[config.mk]
export PLATFORM = sky130hd
export DESIGN_NAME = pic_exec_writeback
export DESIGN_NICKNAME = d
export VERILOG_FILES = /design/src/rtl/pic_exec_writeback.sv
export SDC_FILE = /design/constraint.sdc
export NUM_CORES = 1
export LEC_CHECK = 0
export BUFFER_PORTS_ARGS = -buffer_cell sky130_fd_sc_hd__buf_2
export CAP_MARGIN = 15
export CORE_ASPECT_RATIO = 1.1
export CORE_MARGIN = 2
export CORE_UTILIZATION = 56
export DETAILED_ROUTE_END_ITERATION = 8
export PLACE_DENSITY = 0.88
export RECOVER_POWER = 100
export SETUP_SLACK_MARGIN = 0.4
export SLEW_MARGIN = 0
export SYNTH_ARGS = -nofsm -noshare
export SYNTH_HDL_FRONTEND = slang
export SYNTH_SLANG_ARGS = --single-unit
[constraint.sdc]
create_clock -name clk -period 2.7 [get_ports clk]
set_input_delay 0.54 -clock clk [delete_from_list [all_inputs] [get_ports clk]]
set_output_delay 0.54 -clock clk [all_outputs]
set_load 0.02 [all_outputs]
[src/rtl/pic_exec_writeback.sv]
// pic_exec_writeback
//   Execute/writeback stage that sits directly behind the PIC16C57 ALU.
//   It runs the Q1..Q4 instruction cycle:
//     Q1 - latch the decoded instruction (or a NOP when squashing or idle)
//     Q2 - idle while the ALU operands settle
//     Q3 - register the ALU result and flags
//     Q4 - commit to W, to the file write port and to STATUS,
//          and evaluate conditional skips
//
// Ports
//   clk, rst           clock and synchronous active-high reset
//   instr_valid        decoded instruction present; sampled at Q1
//   wb_dest            0 = write W, 1 = write file register
//   wb_en              instruction produces a result
//   f_addr_in          file register address of the instruction
//   upd_z/upd_dc/upd_c instruction affects Z / DC / C
//   skip_mode          00 none, 01 skip if test, 10 skip if !test, 11 skip if z
//   alu_out, alu_*     ALU result and flags; sampled at Q3
//   q_phase            current phase (0=Q1 .. 3=Q4)
//   w_reg              working register
//   f_we/f_addr/f_wdata file write port; f_we is a one-clock pulse at Q4
//   status             STATUS register (bit0=C, bit1=DC, bit2=Z)
//   alu_cin            carry fed back to the ALU (status[0])
//   squashed           one-clock pulse at Q4 of a squashed instruction

module pic_exec_writeback #(
  parameter logic [4:0] STATUS_ADDR = 5'd3,
  parameter logic [7:0] STATUS_RST  = 8'h18
) (
  input  logic       clk,
  input  logic       rst,
  input  logic       instr_valid,
  input  logic       wb_dest,
  input  logic       wb_en,
  input  logic [4:0] f_addr_in,
  input  logic       upd_z,
  input  logic       upd_dc,
  input  logic       upd_c,
  input  logic [1:0] skip_mode,
  input  logic [7:0] alu_out,
  input  logic       alu_z,
  input  logic       alu_dc,
  input  logic       alu_cout,
  input  logic       alu_test,
  output logic [1:0] q_phase,
  output logic [7:0] w_reg,
  output logic       f_we,
  output logic [4:0] f_addr,
  output logic [7:0] f_wdata,
  output logic [7:0] status,
  output logic       alu_cin,
  output logic       squashed
);

  // Phase counter
  logic [1:0] r_phase;

  // Instruction fields latched at Q1
  logic       r_dest;
  logic       r_en;
  logic [4:0] r_addr;
  logic       r_uz;
  logic       r_udc;
  logic       r_uc;
  logic [1:0] r_skip_mode;
  logic       r_kill;
  logic       r_skip_pending;

  // ALU values registered at Q3
  logic [7:0] r_res;
  logic       r_z;
  logic       r_dc;
  logic       r_c;
  logic       r_test;

  // Architectural state and output registers
  logic [7:0] r_w;
  logic [7:0] r_status;
  logic       r_f_we;
  logic [4:0] r_f_addr;
  logic [7:0] r_f_wdata;
  logic       r_squashed;

  logic       w_q1;
  logic       w_q3;
  logic       w_q4;
  logic       w_file_wr;
  logic       w_w_wr;
  logic       w_skip_hit;
  logic [7:0] w_status_next;

  assign w_q1 = (r_phase == 2'd0);
  assign w_q3 = (r_phase == 2'd2);
  assign w_q4 = (r_phase == 2'd3);

  // A killed slot already holds a NOP; the explicit kill gating keeps a
  // squashed instruction inert even if the NOP encoding changes later.
  assign w_file_wr = r_en &  r_dest & ~r_kill;
  assign w_w_wr    = r_en & ~r_dest & ~r_kill;

  // A squashed skip instruction must never chain another skip.
  assign w_skip_hit = ~r_kill &
                      (((r_skip_mode == 2'b01) &  r_test) |
                       ((r_skip_mode == 2'b10) & ~r_test) |
                       ((r_skip_mode == 2'b11) &  r_z));

  // STATUS as a write destination takes the result first; any flag the
  // instruction updates then overrides the corresponding low bit.
  always_comb begin
    w_status_next = r_status;
    if (!r_kill) begin
      if (w_file_wr && (r_addr == STATUS_ADDR)) begin
        w_status_next = r_res;
      end
      if (r_uc) begin
        w_status_next[0] = r_c;
      end
      if (r_udc) begin
        w_status_next[1] = r_dc;
      end
      if (r_uz) begin
        w_status_next[2] = r_z;
      end
    end
  end

  always_ff @(posedge clk) begin
    if (rst) begin
      r_phase        <= 2'd0;
      r_dest         <= 1'b0;
      r_en           <= 1'b0;
      r_addr         <= 5'd0;
      r_uz           <= 1'b0;
      r_udc          <= 1'b0;
      r_uc           <= 1'b0;
      r_skip_mode    <= 2'b00;
      r_kill         <= 1'b0;
      r_skip_pending <= 1'b0;
      r_res          <= 8'h00;
      r_z            <= 1'b0;
      r_dc           <= 1'b0;
      r_c            <= 1'b0;
      r_test         <= 1'b0;
      r_w            <= 8'h00;
      r_status       <= STATUS_RST;
      r_f_we         <= 1'b0;
      r_f_addr       <= 5'd0;
      r_f_wdata      <= 8'h00;
      r_squashed     <= 1'b0;
    end else begin
      r_phase <= r_phase + 2'd1;

      // Strobes are set on the edge entering Q4 so they are high only
      // while q_phase reads 3, and low in every other phase.
      r_f_we     <= 1'b0;
      r_squashed <= 1'b0;

      if (w_q1) begin
        r_kill         <= r_skip_pending;
        r_skip_pending <= 1'b0;
        if (instr_valid && !r_skip_pending) begin
          r_dest      <= wb_dest;
          r_en        <= wb_en;
          r_addr      <= f_addr_in;
          r_uz        <= upd_z;
          r_udc       <= upd_dc;
          r_uc        <= upd_c;
          r_skip_mode <= skip_mode;
        end else begin
          r_dest      <= 1'b0;
          r_en        <= 1'b0;
          r_addr      <= 5'd0;
          r_uz        <= 1'b0;
          r_udc       <= 1'b0;
          r_uc        <= 1'b0;
          r_skip_mode <= 2'b00;
        end
      end

      if (w_q3) begin
        r_res      <= alu_out;
        r_z        <= alu_z;
        r_dc       <= alu_dc;
        r_c        <= alu_cout;
        r_test     <= alu_test;
        r_squashed <= r_kill;
        // The file port carries exactly the value registered here, so it
        // is presented during Q4 and then held until the next write.
        if (w_file_wr) begin
          r_f_we    <= 1'b1;
          r_f_addr  <= r_addr;
          r_f_wdata <= alu_out;
        end
      end

      if (w_q4) begin
        if (w_w_wr) begin
          r_w <= r_res;
        end
        r_status       <= w_status_next;
        r_skip_pending <= w_skip_hit;
      end
    end
  end

  assign q_phase  = r_phase;
  assign w_reg    = r_w;
  assign f_we     = r_f_we;
  assign f_addr   = r_f_addr;
  assign f_wdata  = r_f_wdata;
  assign status   = r_status;
  assign alu_cin  = r_status[0];
  assign squashed = r_squashed;

endmodule
Word level (Yosys, flattened, before mapping)
Cells that the tools add are included.
W data, S select, Z words.
{"block": "totals", "reg_bits": 59, "input_bits": 27, "out_inout_bits": 34, "elab_cells": 74}
{"block": "op_classes", "add_sub_neg": 1, "n_eq_ne": 6, "muxes": 14, "n_bitwise": 14, "reduce_logical": 15}
{"op": "$reduce_and A3 Y1", "n": 4}
{"op": "$mux W1", "n": 11}
{"op": "$and A1 B1 Y1", "n": 8}
{"op": "$eq A2 B2 Y1 const B", "n": 4}
{"op": "$reduce_bool A2 Y1", "n": 4}
{"op": "$eq A5 B2 Y1 const B", "n": 1}
{"op": "$mux W5", "n": 1}
{"op": "$not A1 Y1", "n": 4}
{"op": "$reduce_and A2 Y1", "n": 2}
{"op": "$mux W3", "n": 1}
{"op": "$add A2 B1 Y2 const B", "n": 1}
{"op": "$eq A2 B1 Y1 const B", "n": 1}
{"op": "$logic_and A1 B1 Y1", "n": 2}
{"op": "$logic_not A2 Y1", "n": 1}
{"op": "$mux W2", "n": 1}
{"op": "$or A1 B1 Y1", "n": 2}
{"op": "$reduce_or A2 Y1", "n": 1}
{"op": "$logic_not A1 Y1", "n": 1}

Depth between registers and ports, before layout
Gate-level depths: netlist (run 1).
{"block": "depth", "word_depth": 6, "mapped_depth": 7, "mapped_depth_nobuf": 5}

Least setup slack after synthesis (run 1)
No wires, ideal clock.
{"block": "synth_path", "path_kind": "reg-to-reg", "start": "register r_phase[0] (netlist: q_phase[0])", "end": "register r_f_addr[0] (netlist: f_addr[0])", "setup_ns": 0.132, "arrival_ns": 1.379, "t_required_ns": 2.568, "path_slack_ns": 1.189, "path_stages_with_launch": 8, "path_buffers": 2, "period_less_slack_ns": 1.511, "cell_sequence": "dfxtp_1 inv_1 ha_1 buf_2 and4b_1 buf_6 nand2_1 a21oi_1"}
{"block": "synth_between", "elab_chain_cells": 2}
{"item": "start, declared", "line_no": "56", "text": "logic [1:0] r_phase;"}
{"item": "start signal, assigned", "line_no": "151", "text": "r_phase <= r_phase + 2'd1;"}
{"item": "$eq A2 B2 Y1", "line_no": "93", "text": "assign w_q3 = (r_phase == 2'd2);"}
{"item": "$reduce_and A2 Y1 (no source line)"}
{"item": "end signal, assigned", "line_no": "191", "text": "r_f_addr <= r_addr;"}
{"item": "end, declared", "line_no": "80", "text": "logic [4:0] r_f_addr;"}
Every way passes these cells.
A chain may end at the register's enable or synchronous reset.

==> results of run 1 <==
-- worst max-delay path: stages --
cell      delay (ns)
clkbuf_1        1.16
buf_4           0.46
nand2b_1        0.15
mux2i_1         0.06
-- worst paths after layout --
check | end | start | depth (start not counted)
worst max-delay path | status[7] | rst | 4
worst min-delay path | r_en | wb_en | 3
worst min register to register | f_wdata[3] | f_wdata[3] | 2
worst max register to register | f_addr[4] | q_phase[0] | 6
-- logic make-up after synthesis --
| logic type | synth area share (%) |
|---|---|
| flops | 49.4 |
| compound gates | 9.31 |
| mux | 11.7 |
| fa+ha+maj | 1.57 |
| buf+inv | 4.34 |
| simple gates | 23.7 |
-- cells in the final DEF (no fill, tap or decap), types with 2 or more instances in the layout --
master,instances
and3b_1,2
dfxtp_1,59
bufinv_16,2
clkbuf_8,9
clkbuf_1,36
ha_1,3
o221ai_1,3
nor3b_1,5
nand2b_1,2
nand4_1,2
inv_1,5
nor2_1,39
nor2b_1,15
and2_1,3
a21oi_1,27
buf_2,25
clkinv_2,4
o21ai_0,6
buf_4,3
and4bb_2,2
mux2i_1,28
nand2_1,27
o31ai_1,2
-- cells in the mapped netlist, drive strengths merged --
master | instances | area (sq um)
and4b | 1 | 10.0
and4bb | 3 | 37.5
nand4 | 2 | 12.5
nor2 | 39 | 146
o21ai | 6 | 30.0
and2b | 1 | 7.51
inv | 5 | 18.8
a31oi | 1 | 6.26
nand2 | 27 | 101
and2 | 3 | 18.8
nor3 | 1 | 16.3
clkbuf | 2 | 7.51
ha | 3 | 37.5
o31ai | 2 | 15.0
o221ai | 3 | 26.3
nand2b | 2 | 12.5
a32o | 1 | 10.0
nor2b | 15 | 93.8
nand4bb | 2 | 38.8
nor3b | 5 | 37.5
dfxtp | 59 | 1180
mux2i | 28 | 280
and3b | 2 | 17.5
a21oi | 27 | 135
buf | 13 | 77.6
nand4b | 1 | 8.76
nand3b | 1 | 7.51
-- metrics by stage --
stage / utilization [%] / power, mW
after floorplan: - / 1.03
after global placement: 67.0 / 1.07
after detailed placement: 67.0 / 1.08
after CTS: 72.1 / 1.92
after global routing: 71.1 / 1.97
final: 71.1 / 1.90
-- metal layers --
metal	vias up	share of wire [%]	track usage, %
li1	981	-	-
met1	905	44	29.0
met2	59	48	35.3
met3	14	6.1	7.60
met4	0	1.8	9.98
met5	-	0	0
-- where the power goes --
part	leakage [nW]	internal [mW]	switching, mW
registers	0.478	0.895	0.0243
logic	0.479	0.0600	0.0779
clock network	0.110	0.513	0.329
total	1.07	1.47	0.432
-- final cells by class --
| class | instances | share of cell area, % |
|---|---|---|
| multi-input combinational | 176 | 38.7 |
| clock buffer | 10 | 4.46 |
| clock inverter | 6 | 2.80 |
| inverter | 5 | 0.656 |
| tap | 52 | 2.28 |
| timing repair buffer | 63 | 9.76 |
| sequential | 59 | 41.3 |
==> reports/metrics.cfg, run 1 <==
[status]
outcome=complete, but fails checks
violations=max-capacitance violations, max-slew violations

[timing]
fin_skew_ns=0.00734
relSlewSlack_pct=-8.83
fin_crit_sh_pct=80.4
tightest_slew_ns=1.63
setup_viol=0
fin_crit_ns=2.17
setup_ws_ns=0.529
grt_setup_unrepaired=false
setup-tns-final_ns=0
drv_slew=40
hold_slack_ns=0.431
hold_viol=0
max_freq_mhz=461

[clock_tree]
clockBufferDepth=2
clk_latency_ns=0.33
htree_levels=3
clock_sinks=59
cts-root-buf=clkbuf_8
cts_buffers=9
cts_tree=yes
clk_pin_slew_ns=0.06
cts.hold.buffers_added=0
post_cts_buffers=0
post_cts_resized=0

[critical_path]
worstPathMaxFanout=39
worstSetupEndpointType=flop
r2r_slack_ns=0.79
cp.required_ns=2.91
crit_type=in -> reg
critPathArrivalTime_ns=2.38
cp-start-kind=input port

[global_routing]
track_usage_pct=22.8
grt_max_degree=40
antenna_found_initial=0
grt_pass1_vias=1814
overflow=0
grt_pass1_wl_um=8250

[final_layout]
multi_input_area_sq_mm=0.00111
stdcell_area_sq_mm=0.00286
n_antenna_cell=0
fillCellCount=355
stdcell_count=371
layout.nets=344
drive_gt1_share_pct=14.7
area_delta_synth_final_pct=19.5
seqCellArea_sq_mm=0.00118

[routing]
vias=1959
routed_via_density=5.28
dr.pass1.iters=4
drt_iter0_markers=102
ant_nets=0
routed_wl_um=5210
drc=0
routedWlPerCell_um=14.1

[placement]
gp_congestion=0.784
port_buffers=60
post-place-ws_ns=0.823
placed_cell_area_sq_mm=0.00270
hpwlAfterDp_um=3630
place_inst=355

[job]
drv_cap=1

[pwr]
peakVddDrop_mv=0.435
powerDensity_mw_per_mm2=665
p_leak_nw=1.07

[die]
boundaryPins=61
core_sq_mm=0.00402
start_util_pct=59.5
die_height_um=72.6
core.rowCount=24
dieArea_sq_mm=0.00481
fp.dieW_um=66.3

[logic_synthesis]
synth_nets=285
syn_area_per_cell_sq_um=9.38
synthesis.area_sq_mm=0.00239
ys_seq_elements=59
seq_area_frac_synth_pct=49.4
yosysWarnings=0
ys_types=32
synth_cells=255

[hold_path]
hp-class=in -> reg

Note: power is estimated with default switching activity, not from simulation.
==> run 2: changes to the inputs <==
--- a/config.mk
+++ b/config.mk
@@ -5,13 +5,14 @@
 export SDC_FILE = /design/constraint.sdc
 export NUM_CORES = 1
 export LEC_CHECK = 0
+export ABC_AREA = 1
 export BUFFER_PORTS_ARGS = -buffer_cell sky130_fd_sc_hd__buf_2
 export CAP_MARGIN = 15
 export CORE_ASPECT_RATIO = 1.1
 export CORE_MARGIN = 2
-export CORE_UTILIZATION = 56
+export CORE_UTILIZATION = 46
 export DETAILED_ROUTE_END_ITERATION = 8
-export PLACE_DENSITY = 0.88
+export PLACE_DENSITY = 0.78
 export RECOVER_POWER = 100
 export SETUP_SLACK_MARGIN = 0.4
 export SLEW_MARGIN = 0
==> constraint.sdc (replaced) <==
create_clock -name clk -period 1.9 [get_ports clk]
set_input_delay 0.38 -clock clk [delete_from_list [all_inputs] [get_ports clk]]
set_output_delay 0.38 -clock clk [all_outputs]
set_load 0.02 [all_outputs]
==> reports/metrics.cfg, run 2 <==
[routing]
routedWlPerCell_um=12.2
ant_nets=0
vias=1994
routed_wl_um=4970
dr.pass1.iters=4
drc=0
routed_via_density=4.88
drt_iter0_markers=106

[clock_tree]
htree_levels=3
cts_tree=yes
clockBufferDepth=2
cts-root-buf=clkbuf_8
cts_buffers=9
clk_latency_ns=0.33
clock_sinks=59
clk_pin_slew_ns=0.07

[pwr]
peakVddDrop_mv=0.618
powerDensity_mw_per_mm2=1000
p_leak_nw=1.09

[critical_path]
cp_slowest_cell=dfxtp_1
worstSetupEndpointType=flop
crit_type=reg -> reg
cp-start-kind=flop
crit_chain=ha_1 > clkinv_1 > nor2_1 > clkbuf_1 > nand4_1 > o21ai_0
worstPathMaxFanout=7
critPathArrivalTime_ns=1.81
cp.required_ns=2.15
critPathMaxStageDelay_ns=0.39

[logic_synthesis]
async_flop_share_pct=0
synthTopCellsByCount=nand2_1, dfxtp_1, nor2_1
yosysWarnings=0
yosysMostFrequentCell=nand2_1
synth_cells=285
synth-edff-count=0
ys_seq_elements=59
ys_top_cells_by_area=dfxtp_1, nand2_1, a21oi_1, nor2_1, o21ai_0
seq_area_frac_synth_pct=53.1
syn_area_per_cell_sq_um=7.81
synthesis.area_sq_mm=0.00223
ys_types=23
synthFlopType=dfxtp_1
synth_nets=315
yosys.area.top_type=dfxtp_1
yosysTopAreaCellShare_pct=53.1

[die]
core.rowCount=26
boundaryPins=61
dieArea_sq_mm=0.00541
fp.dieW_um=70.3
die_height_um=77.0
core_sq_mm=0.00465
start_util_pct=47.8

[placement]
gp_congestion=0.786
port_buffers=60
hpwlAfterDp_um=3530

[timing]
setup_viol=0
grt_setup_unrepaired=true
fin_skew_ns=0.00724
hold_viol=0
max_freq_mhz=643
relSlewSlack_pct=63.2
setup-tns-final_ns=0
fin_crit_sh_pct=81.8
fin_crit_ns=1.56
tightest_slew_ns=0.553
drv_slew=0

[global_routing]
overflow=0
grt_pass1_wl_um=8240
grt_max_degree=30
antenna_found_initial=0
grt_pass1_vias=1827
track_usage_pct=19.2

[final_layout]
n_antenna_cell=0
drive_gt1_share_pct=14.4
final_cell_mix=nand2_1, dfxtp_1, nor2_1
post-route-util_pct=58.0
area_delta_synth_final_pct=21.1
fillCellCount=476
final_common_cell=nand2_1
layout.nets=378

[job]
drv_cap=0

[status]
outcome=finished clean

[hold_path]
hp-class=in -> reg

[run 2: cell count changes after synthesis, sizes merged, moves of 7 or more]
cell,change
nand3,+7
nand2,+43
inv,+18
a21oi,+11
mux2i,-28
nor2b,-15
o21ai,+21
[run 2: power by group]
part	switching, mW	internal, mW	total [mW]
clock	0.472	0.729	1.20
sequential	0.0318	1.28	1.31
combinational	0.125	0.0674	0.192
total	0.629	2.08	2.71
[run 2: worst paths after layout]
check | startpoint | to | slack, ns | cells past startpoint
max | q_phase[1] | r_skip_pending | 0.34 | 6
min | alu_test | r_test | 0.28 | 3
max reg2reg | q_phase[1] | r_skip_pending | 0.34 | 6
min reg2reg | r_c | r_c | 0.46 | 2
[run 2: layer usage]
metal	routed length [um]	GRT usage [%]	part of all wire, %
met1	2200	22.6	44
met3	331	6.18	6.7
met2	2380	32.5	48
met5	0	0	0
met4	57	6.92	1.1
[run 2: metrics by stage]
step / total power [mW] / worst slack, ns / std cells / hold slack [ns] / instance area (sq um)
2_1_floorplan: 1.47 / 0.455 / 285 / 0.429 / 2230
3_3_place_gp: 1.53 / 0.438 / 392 / 0.442 / 2550
3_5_place_dp: 1.54 / 0.420 / 392 / 0.456 / 2550
4_1_cts: 2.73 / 0.404 / 408 / 0.275 / 2760
5_1_grt: 2.80 / 0.218 / 409 / 0.288 / 2700
6_report: 2.71 / 0.345 / 409 / 0.280 / 2700
[run 2: area by class of cell]
type | instances | area [sq um] | share of cell area (%)
sequential | 59 | 1180 | 43.8
multi-input combinational | 189 | 851 | 31.6
timing repair buffer | 65 | 288 | 10.7
clock buffer | 10 | 128 | 4.73
inverter | 24 | 98.8 | 3.67
clock inverter | 6 | 80.1 | 2.97
tap | 56 | 70.1 | 2.60
[run 2: cell families (layout without fill, tap and decap cells)]
group | Yosys count | after routing | share of synthesized area (%)
compound gates | 66 | 66 | 15.6
fa+ha+maj | 3 | 3 | 1.69
buf+inv | 37 | 105 | 7.53
flops | 59 | 59 | 53.1
simple gates | 120 | 120 | 22.1
[run 2: worst max-delay path, delay by kind of cell (launching register included)]
family          cells  cell delay (ns)
buf+inv             2             0.42
simple gates        2             0.31
flops               1             0.39
fa+ha+maj           1             0.20
compound gates      1             0.16
[run 2: what timing repair did]
action | 4_1_cts | 5_1_grt
hold buffers | 0 | 0
buffers inserted | 0 | 1
setup endpoints to repair | 0 | 32
gates resized for setup | 0 | 4
